$ cat src/rtl/float16_pkg.sv
// Shared constants, unpacked-operand type and operand decoder for the binary16 adder.
package float16_pkg;

  localparam int unsigned FLOAT_LEN = 16;
  localparam int unsigned EXP_LEN   = 5;
  localparam int unsigned MANT_LEN  = 10;
  localparam int unsigned BIAS      = 15;
  localparam int unsigned EXP_MAX   = 2 * BIAS + 1;

  localparam logic [FLOAT_LEN-1:0] QNAN    = 16'h7E00;
  localparam logic [FLOAT_LEN-1:0] POS_INF = 16'h7C00;
  localparam logic [FLOAT_LEN-1:0] NEG_INF = 16'hFC00;

  typedef struct packed {
    logic                sign;
    logic [EXP_LEN-1:0]  exp;
    logic [MANT_LEN:0]   sig;
    logic                is_nan;
    logic                is_inf;
    logic                is_zero;
  } operand_t;

  // Subnormals get effective exponent 1 and a zero hidden bit.
  function automatic operand_t unpack(input logic [FLOAT_LEN-1:0] x);
    operand_t o;
    logic     exp_zero;
    logic     exp_ones;
    exp_zero  = (x[14:10] == 5'd0);
    exp_ones  = (x[14:10] == 5'h1F);
    o.sign    = x[15];
    o.exp     = exp_zero ? 5'd1 : x[14:10];
    o.sig     = {~exp_zero, x[9:0]};
    o.is_nan  = exp_ones & (x[9:0] != 10'd0);
    o.is_inf  = exp_ones & (x[9:0] == 10'd0);
    o.is_zero = (x[14:0] == 15'd0);
    return o;
  endfunction

endpackage

$ cat src/rtl/float16_lzc.sv
// Leading-zero count of a 14-bit value; an all-zero input counts 14.
module float16_lzc (
  input  logic [13:0] value,
  output logic [3:0]  count
);

  always_comb begin
    count = 4'd14;
    for (int i = 0; i < 14; i++) begin
      if (value[i]) count = 4'(13 - i);
    end
  end

endmodule

$ cat src/rtl/float16_adder.sv
// Two-stage pipelined IEEE-754 binary16 adder, round-to-nearest-even.
module float16_adder #(
  parameter int unsigned FLOAT_LEN = 16,
  parameter int unsigned EXP_LEN   = 5,
  parameter int unsigned MANT_LEN  = 10
) (
  input  logic                 clk,
  input  logic                 rst_n,
  input  logic [FLOAT_LEN-1:0] a,
  input  logic [FLOAT_LEN-1:0] b,
  output logic [FLOAT_LEN-1:0] result
);
  import float16_pkg::*;

  localparam int unsigned SIG_LEN = MANT_LEN + 1;
  localparam int unsigned EXT_LEN = SIG_LEN + 3;

  logic [FLOAT_LEN-1:0] a_q, b_q;

  operand_t             ua, ub;
  logic                 a_larger;
  logic                 big_sign, sml_sign;
  logic [EXP_LEN-1:0]   big_exp, sml_exp, diff;
  logic [SIG_LEN-1:0]   big_sig, sml_sig;
  logic [EXT_LEN-1:0]   big_ext, sml_ext, sml_shift, lost_mask, aligned;
  logic                 sticky;
  logic [EXT_LEN:0]     sum;
  logic                 special;
  logic [FLOAT_LEN-1:0] special_val;
  logic                 zero_sign;

  logic                 s2_special;
  logic [FLOAT_LEN-1:0] s2_special_val;
  logic                 s2_sign, s2_zero_sign;
  logic [EXP_LEN-1:0]   s2_exp;
  logic [EXT_LEN:0]     s2_sum;

  logic [3:0]           lz, sh;
  logic [EXP_LEN-1:0]   limit;
  logic [EXT_LEN-1:0]   norm;
  logic [5:0]           ne, fe;
  logic                 round_up;
  logic [SIG_LEN:0]     mant;
  logic [MANT_LEN-1:0]  frac;
  logic                 sign_out;
  logic [FLOAT_LEN-1:0] packed_res;

  // Stage 1: order by magnitude, align, add/subtract magnitudes.
  always_comb begin
    ua        = unpack(a_q);
    ub        = unpack(b_q);
    a_larger  = (a_q[14:0] >= b_q[14:0]);
    big_sign  = a_larger ? ua.sign : ub.sign;
    sml_sign  = a_larger ? ub.sign : ua.sign;
    big_exp   = a_larger ? ua.exp  : ub.exp;
    sml_exp   = a_larger ? ub.exp  : ua.exp;
    big_sig   = a_larger ? ua.sig  : ub.sig;
    sml_sig   = a_larger ? ub.sig  : ua.sig;
    diff      = big_exp - sml_exp;
    big_ext   = {big_sig, 3'b000};
    sml_ext   = {sml_sig, 3'b000};
    sml_shift = sml_ext >> diff;
    lost_mask = ~({EXT_LEN{1'b1}} << diff);
    sticky    = |(sml_ext & lost_mask);
    if (diff >= 5'(EXT_LEN)) aligned = {{(EXT_LEN-1){1'b0}}, |sml_sig};
    else                     aligned = {sml_shift[EXT_LEN-1:1], sml_shift[0] | sticky};
    if (big_sign ^ sml_sign) sum = {1'b0, big_ext} - {1'b0, aligned};
    else                     sum = {1'b0, big_ext} + {1'b0, aligned};
    zero_sign = ua.is_zero & ub.is_zero & ua.sign & ub.sign;

    special     = 1'b1;
    special_val = QNAN;
    if (ua.is_nan || ub.is_nan)                       special_val = QNAN;
    else if (ua.is_inf && ub.is_inf && (ua.sign != ub.sign)) special_val = QNAN;
    else if (ua.is_inf)                               special_val = a_q;
    else if (ub.is_inf)                               special_val = b_q;
    else                                              special = 1'b0;
  end

  float16_lzc u_lzc (
    .value (s2_sum[EXT_LEN-1:0]),
    .count (lz)
  );

  // Stage 2: normalize (left shift never drops exponent below 1), round, pack.
  always_comb begin
    limit = (s2_exp != '0) ? s2_exp - 5'd1 : '0;
    sh    = ({1'b0, lz} < limit) ? lz : 4'(limit);
    if (s2_sum[EXT_LEN]) begin
      norm = {s2_sum[EXT_LEN:2], s2_sum[1] | s2_sum[0]};
      ne   = {1'b0, s2_exp} + 6'd1;
    end else begin
      norm = s2_sum[EXT_LEN-1:0] << sh;
      ne   = {1'b0, s2_exp} - 6'(sh);
    end
    round_up = norm[2] & (norm[1] | norm[0] | norm[3]);
    mant     = {1'b0, norm[EXT_LEN-1:3]} + 12'(round_up);
    if (mant[SIG_LEN]) begin
      fe   = ne + 6'd1;
      frac = '0;
    end else begin
      fe   = mant[MANT_LEN] ? ne : 6'd0;
      frac = mant[MANT_LEN-1:0];
    end
    sign_out = (s2_sum == '0) ? s2_zero_sign : s2_sign;
    if (s2_special)                packed_res = s2_special_val;
    else if (fe >= 6'(EXP_MAX))    packed_res = sign_out ? NEG_INF : POS_INF;
    else                           packed_res = {sign_out, fe[EXP_LEN-1:0], frac};
  end

  always_ff @(posedge clk) begin
    if (rst_n) begin
      a_q            <= '0;
      b_q            <= '0;
      s2_special     <= 1'b0;
      s2_special_val <= '0;
      s2_sign        <= 1'b0;
      s2_zero_sign   <= 1'b0;
      s2_exp         <= '0;
      s2_sum         <= '0;
      result         <= '0;
    end else begin
      a_q            <= a;
      b_q            <= b;
      s2_special     <= special;
      s2_special_val <= special_val;
      s2_sign        <= big_sign;
      s2_zero_sign   <= zero_sign;
      s2_exp         <= big_exp;
      s2_sum         <= sum;
      result         <= packed_res;
    end
  end

endmodule

$ cat config.mk
export PLATFORM = sky130hd
export DESIGN_NAME = float16_adder
export DESIGN_NICKNAME = d
export VERILOG_FILES = /design/src/rtl/float16_pkg.sv /design/src/rtl/float16_lzc.sv /design/src/rtl/float16_adder.sv
export SDC_FILE = /design/constraint.sdc
export NUM_CORES = 1
export LEC_CHECK = 0
export BUFFER_PORTS_ARGS = -buffer_cell sky130_fd_sc_hd__clkbuf_2
export CAP_MARGIN = 5
export CORE_MARGIN = 4
export CORE_UTILIZATION = 37
export CTS_CLUSTER_DIAMETER = 60
export CTS_CLUSTER_SIZE = 40
export DETAILED_ROUTE_END_ITERATION = 10
export MAX_ROUTING_LAYER = met4
export SYNTH_ARGS = -nofsm -noshare
export SYNTH_HDL_FRONTEND = slang
export SYNTH_SLANG_ARGS = --single-unit
$ cat constraint.sdc
create_clock -name clk -period 13.11 [get_ports clk]
set_input_delay 0.6555 -clock clk [delete_from_list [all_inputs] [get_ports clk]]
set_output_delay 0.6555 -clock clk [all_outputs]
set_load 0.01 [all_outputs]
# Yosys cells after proc, flatten, opt, wreduce, memory -nomap -nowiden
# Index checks and enable logic that the tools add are counted.
[classes] n_bitwise=17 n_addsub=8 n_shift=3 n_mux=43 eq_ne=3 order_cmp=4 n_reduce_logical=16
[ops] op="$mux W16" n=5
[ops] op="$logic_not A15 Y1" n=3
[ops] op="$mux W15" n=3
[ops] op="$mux W4" n=9
[ops] op="$mux W14" n=2
[ops] op="$mux W5" n=5
[ops] op="$mux W11" n=2
[ops] op="$logic_not A10 Y1" n=2
[ops] op="$reduce_bool A10 Y1" n=2
[ops] op="$mux W6" n=3
[ops] op="$add A14 B14 Y15" n=1
[ops] op="$ge A15 B15 Y1" n=1
[ops] op="$sub A14 B14 Y15" n=1
[ops] op="$and A14 B14 Y14" n=1
[ops] op="$not A14 Y14" n=1
[ops] op="$reduce_or A14 Y1" n=1
[ops] op="$shl A14 B4 Y14" n=1
[ops] op="$shl A14 B5 Y14 const A" n=1
[ops] op="$shr A14 B5 Y14" n=1
[ops] op="$add A11 B1 Y12" n=1
[ops] op="$mux W3" n=4
[ops] op="$reduce_or A11 Y1" n=1
[ops] op="$eq A5 B5 Y1 const B" n=2
[ops] op="$logic_not A5 Y1" n=2
[ops] op="other kinds (20)" n=39
[totals] out_inout_bits=16 word_cells=104 inputBits=34 regBits=87

# Depth between registers and ports, before layout
# Gate-level depths: netlist of run 1.
[depth] ltp_word=27 depth_mapped=34 depth_no_buf=30

# Hierarchy
# A second synthesis of run 1 with hierarchy kept.
[hier_totals] cells_unflattened=947 area_unflattened_um2=7392.1
[by_module_without_submodules] mod="float16_adder" cells_per_inst=922 area_per_inst_um2=7245.7 n_inst=1 seq_area_each_um2=1741.7
[by_module_without_submodules] mod="float16_lzc" cells_per_inst=25 area_per_inst_um2=146.4 n_inst=1 seq_area_each_um2=0.0

# Worst setup path after synthesis of run 1
# No wires, ideal clock.
[synth_path] kind="flip-flop to flip-flop" from="register b_q[10]" to="register s2_sum[12]" slack_ps=6370 path_stages_with_launch=33 period_less_slack_ps=6740 arrival_ps=6620 setup_time_ps=121 path_buffers=6 required_ps=12989 path_cell_list="dfxtp_1 > inv_1 > ha_1 > a21oi_1 > o21ai_0 > a2111o_1 > buf_4 > nor2_2 > buf_2 > clkbuf_1 > a21oi_1 > ha_1 > clkbuf_1 > buf_1 > clkbuf_1 > mux4_2 > mux4_2 > a22oi_1 > or2_2 > inv_1 > ha_1 > nor2b_1 > o21a_1 > o21bai_1 > a21oi_1 > o21ai_0 > nand2b_1 > a21oi_1 > o21bai_1 > a21oi_1 > nor2_1 > o32ai_1 > mux2_2"
[synth_via] elab_chain_cells=12 word_cells_on_any_way=24 classes_between="add/sub (3); order compare (2); shift (2); mux (9); bitwise (5); reduce/logical (3)"
[synth_lines] item="start, declared" line="float16_adder.sv:18" source="logic [FLOAT_LEN-1:0] a_q, b_q;"
[synth_lines] item="start signal, assigned" line="float16_adder.sv:114" source="b_q <= '0;"
[synth_lines] item="start signal, assigned" line="float16_adder.sv:124" source="b_q <= b;"
[synth_lines] item="branches (longest 11 deep; another with $ge A15 B15 Y1)"
[synth_lines] item="$mux W15 *" line="float16_adder.sv:67" source="if (big_sign ^ sml_sign) sum = {1'b0, big_ext} - {1'b0, aligned};"
[synth_lines] item="end signal, assigned" line="float16_adder.sv:130" source="s2_sum <= sum;"
[synth_lines] item="end, declared" line="float16_adder.sv:36" source="logic [EXT_LEN:0] s2_sum;"
# Mark *: on every way between the ends.
# A chain may end at the register's enable or synchronous reset.

# Worst setup path after layout of run 1
[layout_path] from="register b_q[12]" to="register s2_sum[12]"
# Same word-level chain as after synthesis.

==> results.yml, run 1 <==
status:
  status: "complete, no violations"
routing:
  vias: 6990
  vias_per_cell: 5.69
  drc: 0
  wl_per_cell_um: 16.9
  antenna_left: 0
  firstDrtPassIters: 5
  first_iter_violations: 633
  wl_um: 20700
worst_setup_path:
  path_class: "reg2reg"
  crit_path_end_kind: "flip-flop"
  worstSetupStartpoint: "b_q[12]"
  cp_max_fo: 15
  r2r_cells: 26
  cp.required_ns: 13.33
  reg2reg_from: "b_q[12]"
  critPathLaunchType: "flip-flop"
  r2r-end: "s2_sum[12]"
  r2r_slack_ns: 5.75
  cp.arrival_ns: 7.59
run:
  cap_violations: 0
clock_tree:
  cts_sinks: 87
  hold_buffers: 0
  htree_levels: 3
  cts_tree: "yes"
  clkLatencyLatePin_ns: 0.34
  cts_resized: 0
  cts_buffers: 9
  clk_pin_slew_ns: 0.06
  cts-root-buf: "clkbuf_16"
  cts_max_path_buffers: 2
  cts_setup_buffers: 0
sta:
  worst_pin_slew_ns: 0.953
  final.period_utilization: 0.561
  min_period_ns: 7.36
  setup_viol: 0
  fmaxAchievable_mhz: 136
  fin_ws_ns: 5.75
  skew_ns: 0.00918
  setup_tns_ns: 0
  hold_violations: 0
  relSlewSlack: 0.364
  drv_slew: 0
  hold_ws_ns: 0.437
  rsz0062_at_grt: "no"
logic_synthesis:
  synth_area_leaders: "dfxtp_1 (24%), ha_1 (9.0%), nand2_1 (4.1%)"
  synth.most_common_cell: "dfxtp_1"
  synth_cell_types: 89
  synth_cells: 922
  async_flop_share: 0
  synth_common_cells: "dfxtp_1 (87), nand2_1 (81), nor2_1 (81)"
  synth-seq-cells: 87
  yosys.area.top_type: "dfxtp_1"
  ys_seq_area_frac: 0.237
  ys_warn_count: 0
  synth_edf_count: 0
  synth_area_sq_um: 7350
  syn_area_per_cell_sq_um: 7.97
  ys.flop_type: "dfxtp_1"
  yosysTopAreaCellShare: 0.237
power_and_ir_drop:
  ir_drop_v: 0.000138
  finalPower_mw: 2.40
  leakage_nw: 3.49
  power.density_nw_per_um2: 293
floorplan:
  die_w_um: 149
  start_util: 0.376
  row_count: 51
  die_area_sq_um: 22200
  core-area_sq_um: 19500
  pin_count: 50
  die_height_um: 149
place:
  placed_cells: 1212
  preCtsSetupSlack_ns: 5.90
  routabilityCongestion: 0.965
  io_buffers: 49
  dp_hpwl_um: 15700
finish:
  area_growth_syn_to_layout_pct: 11.2
  nets: 1048
  fin_cells: 1228
  layout-drive-gt1-share: 0.128
  n_antenna_cell: 0
grt:
  grt_pass1_wl_um: 33700
  grt_overflow: 0
  antenna_found_initial: 0
  grt_pass1_vias: 6526
  grt_util_all_layers: 0.192
  grt_max_degree: 66
hold_path:
  hold_path_depth: 1
  min_from: "s2_special_val[4]"
  hold_path.class: "reg2reg"
  holdPathEnd: "result[4]"
## layout make-up
class	instances	area [sq um]
Clock inverter	3	65.1
Timing Repair Buffer	60	328
Inverter	57	214
Multi-Input combinational cell	743	5230
Tap cell	265	332
Clock buffer	13	260
Fill cell	2029	11400
Sequential cell	87	1740
## how the worst max path moves through the flow
| stage | to | slack [ns] |
|---|---|---|
| 2_1_floorplan | s2_sum[12] | 6.37 |
| 3_3_place_gp | s2_sum[12] | 5.85 |
| 3_5_place_dp | s2_sum[12] | 5.90 |
| 4_1_cts | s2_sum[12] | 5.81 |
| 5_1_grt | s2_sum[12] | 5.27 |
| 6_report | s2_sum[12] | 5.75 |
## report_power, final
part           internal [mW]  total (mW)  switching, mW
Sequential             0.308       0.371         0.0621
Combinational          0.700        1.75           1.05
Clock                  0.177       0.281          0.103
Total                   1.19        2.40           1.21
## worst max-delay path, cell delays in order, from the launching register on
cell and delay, ns:
dfxtp_1 0.37, inv_1 0.09, ha_1 0.31, a211oi_1 0.23, nor2_1 0.13, a2111oi_4 0.63, nand2_1 0.37, o31ai_1 0.39
ha_1 0.22, inv_1 0.05, fa_1 0.43, a21o_1 0.19, a21oi_1 0.21, xnor2_1 0.10, buf_4 0.20, nor2_1 0.68
nand2_1 0.11, a2111oi_0 0.38, o2111ai_1 0.24, nand2_1 0.16, ha_1 0.23, and4_1 0.23, a21oi_1 0.08, a21oi_1 0.38
a221oi_1 0.17, o32ai_1 0.29, mux2_2 0.38
## metal layers
| layer | GRT usage | up-vias | routed length (um) |
|---|---|---|---|
| li1 | - | 3430 | - |
| met1 | 0.250 | 3263 | 9240 |
| met2 | 0.305 | 249 | 9560 |
| met3 | 0.0231 | 48 | 1140 |
| met4 | 0.0783 | 0 | 800 |
| met5 | - | - | 0 |
## sequential cells by signal, indices dropped and copies added, names as in the netlist
register,cells
b_q,16
s2_special_val,16
a_q,16
s2_zero_sign,1
s2_sign,1
result,16
s2_exp,5
s2_sum,15
s2_special,1
## cell usage in the layout, fill, tap and decap left out, drive strengths merged, types with 10 or more instances in the layout
master,instances
xnor2,22
mux2,10
and3,13
nor3,33
nor2b,36
nand2b,12
clkbuf,62
a211oi,11
a31oi,18
nor2,82
buf,11
nand3,30
ha,53
mux2i,32
dfxtp,87
a21o,10
nand2,81
inv,57
xor2,12
a21oi,62
o21ai,59
a32o,10
## kinds of logic (layout without fill, tap and decap cells)
logic type / Yosys count / count (layout) / share of synthesized area
simple gates: 333 / 333 / 0.226
mux: 51 / 51 / 0.0897
xor+xnor: 34 / 34 / 0.0405
flops: 87 / 87 / 0.237
fa+ha+maj: 56 / 56 / 0.0984
compound gates: 260 / 260 / 0.252
buf+inv: 100 / 133 / 0.0557
other cells: 1 / 9 / 0.000510
## metrics by stage
stage          cell area [sq um]  utilization
6_report                    8170        0.418
3_5_place_dp                7840        0.402
3_3_place_gp                7840        0.402
4_1_cts                     8170        0.418
5_1_grt                     8170        0.418
2_1_floorplan               7380            -
(Power assumes the default switching activity.)
==> inputs of run 2 (changes only) <==
--- a/config.mk
+++ b/config.mk
@@ -5,6 +5,7 @@
 export SDC_FILE = /design/constraint.sdc
 export NUM_CORES = 1
 export LEC_CHECK = 0
+export ABC_AREA = 1
 export BUFFER_PORTS_ARGS = -buffer_cell sky130_fd_sc_hd__clkbuf_2
 export CAP_MARGIN = 5
 export CORE_MARGIN = 4
==> constraint.sdc (replaced) <==
create_clock -name clk -period 6.8 [get_ports clk]
set_input_delay 0.34 -clock clk [delete_from_list [all_inputs] [get_ports clk]]
set_output_delay 0.34 -clock clk [all_outputs]
set_load 0.01 [all_outputs]
==> run 2 against run 1 <==
  * Synthesized area increased by 1.2%
  * Via count is 5.3% higher
  * Wire length is 4.3% lower
  * Highest routed layer unchanged
==> results.yml, run 2 <==
place:
  preCtsSetupSlack_ns: 0.672
  io_buffers: 49
  routabilityCongestion: 0.944
  dp_hpwl_um: 15900
routing:
  firstDrtPassIters: 5
  wl_um: 19900
  drc: 0
  first_iter_violations: 590
  vias_per_cell: 5.00
  wl_per_cell_um: 13.5
  antenna_left: 0
  vias: 7362
logic_synthesis:
  synth_common_cells: "nand2_1 (238), inv_1 (174), nor2_1 (118)"
  ys_warn_count: 0
  yosys.area.top_type: "dfxtp_1"
  async_flop_share: 0
  ys.flop_type: "dfxtp_1"
  ys_seq_area_frac: 0.234
  synth_area_sq_um: 7440
  synth_cells: 1163
  synth_area_leaders: "dfxtp_1 (23%), nand2_1 (12%), ha_1 (8.9%)"
  synth.most_common_cell: "nand2_1"
  synth_edf_count: 0
  syn_area_per_cell_sq_um: 6.39
  synth_cell_types: 55
  synth-seq-cells: 87
  yosysTopAreaCellShare: 0.234
floorplan:
  core-area_sq_um: 19600
  start_util: 0.380
  die_w_um: 150
  die_area_sq_um: 22400
  die_height_um: 150
  pin_count: 50
  row_count: 51
worst_setup_path:
  cp_max_fo: 18
  crit_path_end: "s2_sum[14]"
  crit_top_cell: "a21oi_1"
  cp.arrival_ns: 6.25
  worstSetupStartpoint: "b_q[2]"
  r2r-end: "s2_sum[14]"
  reg2reg_from: "b_q[2]"
  crit_path_end_kind: "flip-flop"
  r2r_cells: 37
  cp_slowest_cell: "fa_1"
  slowest_delay_ns: 0.74
  cp.required_ns: 7.01
  critPathLaunchType: "flip-flop"
  r2r_slack_ns: 0.76
  path_class: "reg2reg"
sta:
  fmaxAchievable_mhz: 165
  final.period_utilization: 0.889
  setup_viol: 0
  rsz0062_at_grt: "no"
  hold_violations: 0
  relSlewSlack: 0.428
  setup_tns_ns: 0
  drv_slew: 0
  fin_ws_ns: 0.756
  skew_ns: 0.00987
  worst_pin_slew_ns: 0.849
  min_period_ns: 6.04
clock_tree:
  cts_max_path_buffers: 2
  cts_resized: 0
  cts_setup_buffers: 0
  cts_sinks: 87
  cts_buffers: 9
  clkLatencyLatePin_ns: 0.35
  cts_tree: "yes"
  cts-root-buf: "clkbuf_16"
  clk_pin_slew_ns: 0.07
  htree_levels: 3
  hold_buffers: 0
grt:
  grt_pass1_vias: 6806
  grt_pass1_wl_um: 33000
  antenna_found_initial: 0
  grt_overflow: 0
  grt_util_all_layers: 0.185
  grt_max_degree: 61
hold_path:
  hold_path.class: "in2reg"
  hold_path_depth: 3
finish:
  final_core_util: 0.417
  layout_common_cells: "nand2_1 (238), inv_1 (173), nor2_1 (117)"
  nets: 1291
  n_antenna_cell: 0
  final_common_cell: "nand2_1"
  layout-drive-gt1-share: 0.131
  n_fill_cell: 2096
  area_growth_syn_to_layout_pct: 9.83
run:
  cap_violations: 0
status:
  status: "complete, no violations"
[run 2: routing by layer]
metal  wire length, um  global-route usage  vias up
met4               259              0.0467        0
met5                 0                   -        -
met2              9000               0.295      182
met1              9620               0.249     3321
li1                  -                   -     3838
met3               966              0.0279       21
[run 2: logic make-up after synthesis]
kind of cell	after synthesis	synth area share
buf+inv	222	0.125
flops	87	0.234
fa+ha+maj	56	0.0973
compound gates	208	0.163
xor+xnor	22	0.0259
simple gates	567	0.355
other cells	1	0.000504
[run 2: worst min path at each step]
stage	start	to	slack (ns)
global route	b[9]	b_q[9]	0.17
CTS	a[10]	a_q[10]	0.16
floorplan	s2_special_val[1]	result[1]	0.44
finish	a[10]	a_q[10]	0.17
detailed placement	s2_special_val[2]	result[2]	0.45
global placement	s2_special_val[5]	result[5]	0.45
[run 2: cell type report]
type	instances	area (sq um)	share of cell area
Multi-Input combinational cell	862	4810	0.590
Inverter	185	701	0.0858
Clock buffer	9	225	0.0276
Timing Repair Buffer	56	298	0.0365
Tap cell	265	332	0.0406
Sequential cell	87	1740	0.213
Clock inverter	7	55.1	0.00674
[run 2: per-stage QoR]
stage          hold WS (ns)  cell area (sq um)  cells
6_report              0.166               8170   1471
3_3_place_gp          0.445               7870   1455
3_5_place_dp          0.447               7870   1455
2_1_floorplan         0.442               7470   1171
4_1_cts               0.155               8150   1471
5_1_grt               0.174               8170   1471
[run 2: worst max-delay path: cells and delay by family (launching register included)]
family / cells / cell delay (ns)
buffers and inverters: 7 / 0.87
AND/OR/NAND/NOR: 13 / 1.49
AO/OA/AOI/OAI: 13 / 1.69
adder cells (fa/ha/maj): 4 / 1.53
flip-flops: 1 / 0.31
Power of run 2 is left out: the tool's default activity adds up to more than one toggle a clock period on the data nets, which glitch-free logic cannot reach.
==> inputs of run 3 (changes only) <==
--- a/config.mk
+++ b/config.mk
@@ -5,7 +5,6 @@
 export SDC_FILE = /design/constraint.sdc
 export NUM_CORES = 1
 export LEC_CHECK = 0
-export ABC_AREA = 1
 export BUFFER_PORTS_ARGS = -buffer_cell sky130_fd_sc_hd__clkbuf_2
 export CAP_MARGIN = 5
 export CORE_MARGIN = 4
==> run 3 against run 2 <==
  * Critical path depth shrank 10
  * Die area shrank 1.1%
  * Register-to-register slack lost 0.27 ns
  * Core utilization grew 1.2 points
  * Via count shrank 4.0%
  * Worst setup slack lost 0.27 ns
  * Global-route usage grew 1.7 points
  * Final area grew 2.5%
  * Fmax shrank 4.3%
  * Sequential cell count is the same
  * Largest cell class unchanged
==> results.yml, run 3 (same netlist as run 1, synthesis figures left out) <==
clock_tree:
  cts_buffers: 9
  clkLatencyLatePin_ns: 0.35
  cts_max_path_buffers: 2
  clk_pin_slew_ns: 0.07
  hold_buffers: 0
  cts-root-buf: "clkbuf_16"
  cts_tree: "yes"
  htree_levels: 3
  cts_sinks: 87
grt:
  grt_overflow: 0
  grt_util_all_layers: 0.203
  grt_max_degree: 66
  grt_pass1_vias: 6649
  grt_pass1_wl_um: 35200
  antenna_found_initial: 0
finish:
  layout-drive-gt1-share: 0.150
  fin_cells: 1250
  layout_common_cells: "dfxtp_1 (87), nor2_1 (81), nand2_1 (81)"
  area_growth_syn_to_layout_pct: 13.9
  final_common_cell: "dfxtp_1"
  nets: 1070
  n_antenna_cell: 0
  stdcell_area_sq_um: 8370
  final_core_util: 0.428
floorplan:
  die_area_sq_um: 22200
  pin_count: 50
  die_height_um: 149
  start_util: 0.376
  die_w_um: 149
  row_count: 51
  core-area_sq_um: 19500
worst_setup_path:
  cp.arrival_ns: 6.54
  crit_top_cell: "a21oi_1"
  crit_path_end_kind: "flip-flop"
  cp_max_fo: 13
  cp.required_ns: 7.02
  slowest_delay_ns: 0.67
  cp_slowest_cell: "ha_1"
  critPathLaunchType: "flip-flop"
  path_class: "reg2reg"
sta:
  fin_ws_ns: 0.485
  setup_tns_ns: 0
  drv_slew: 0
  setup_viol: 0
  worst_pin_slew_ns: 0.776
  hold_violations: 0
  final.period_utilization: 0.929
  relSlewSlack: 0.482
  min_period_ns: 6.32
  rsz0062_at_grt: "no"
  fmaxAchievable_mhz: 158
  skew_ns: 0.0130
routing:
  antenna_left: 0
  wl_um: 21600
  first_iter_violations: 663
  drc: 0
  vias_per_cell: 5.65
  firstDrtPassIters: 5
  wl_per_cell_um: 17.3
  vias: 7065
status:
  status: "complete, no violations"
place:
  preCtsSetupSlack_ns: 0.497
  placed_cells: 1234
  io_buffers: 49
  routabilityCongestion: 0.932
  place_area_sq_um: 8010
  dp_hpwl_um: 16700
run:
  cap_violations: 0
power_and_ir_drop:
  ir_drop_v: 0.000268
  leakage_nw: 3.60
  power.density_nw_per_um2: 569
hold_path:
  hold_path.class: "in2reg"
-- run 3: cell count changes in the layout (fill, tap and decap cells not counted), sizes merged, moves of 32 or more --
| cell | change |
|---|---|
| nand3 | -102 |
| mux2i | +32 |
| nand2 | -176 |
| nor2b | +36 |
| nor2 | -46 |
| inv | -129 |
-- run 3: path summary, 6_finish.rpt --
| path | endpoint | start | cells after the start | slack, ns |
|---|---|---|---|---|
| worst min-delay path | b_q[0] | b[0] | 2 | 0.20 |
| worst max-delay path | s2_sum[12] | b_q[8] | 27 | 0.48 |
| worst max register to register | s2_sum[12] | b_q[8] | 27 | 0.48 |
| worst min register to register | result[2] | s2_special_val[2] | 1 | 0.44 |
-- run 3: cell type report --
cell class,count,area (sq um)
fillers,2002,11200
multi-input cells,743,5250
flip-flops and latches,87,1740
repair buffers,82,493
well taps,265,332
clock buffers,13,250
inverters,57,214
clock inverters,3,90.1
-- run 3: stage by stage --
stage	hold WS (ns)	power [mW]
after floorplan	0.419	3.37
after global placement	0.430	4.14
after detailed placement	0.433	4.12
after CTS	0.193	4.72
after global routing	0.202	5.13
final	0.198	4.76
-- run 3: where the power goes --
part | switching [mW] | internal (mW) | total [mW]
clock network | 0.200 | 0.370 | 0.570
registers | 0.113 | 0.595 | 0.708
logic | 2.06 | 1.42 | 3.48
-- run 3: what timing repair did --
item / CTS / global route
endpoints found under the setup margin: 0 / 10
hold endpoints to repair: 0 / 0
setup buffers: 0 / 0
gates resized for setup: 0 / 6
-- run 3: per-layer routing --
metal | track usage | vias to the layer above | part of all wire
met1 | 0.262 | 3322 | 0.45
met5 | - | - | 0
li1 | - | 3473 | -
met4 | 0.0723 | 0 | 0.031
met3 | 0.0240 | 39 | 0.049
met2 | 0.329 | 231 | 0.47
-- run 3: critical path: cells and delay by family (launching register included) --
kind            cells  cell delay [ns]
compound gates     13             2.24
fa+ha+maj           3             1.18
buf+inv             3             0.35
flops               1             0.41
mux                 3             1.48
simple gates        5             0.52
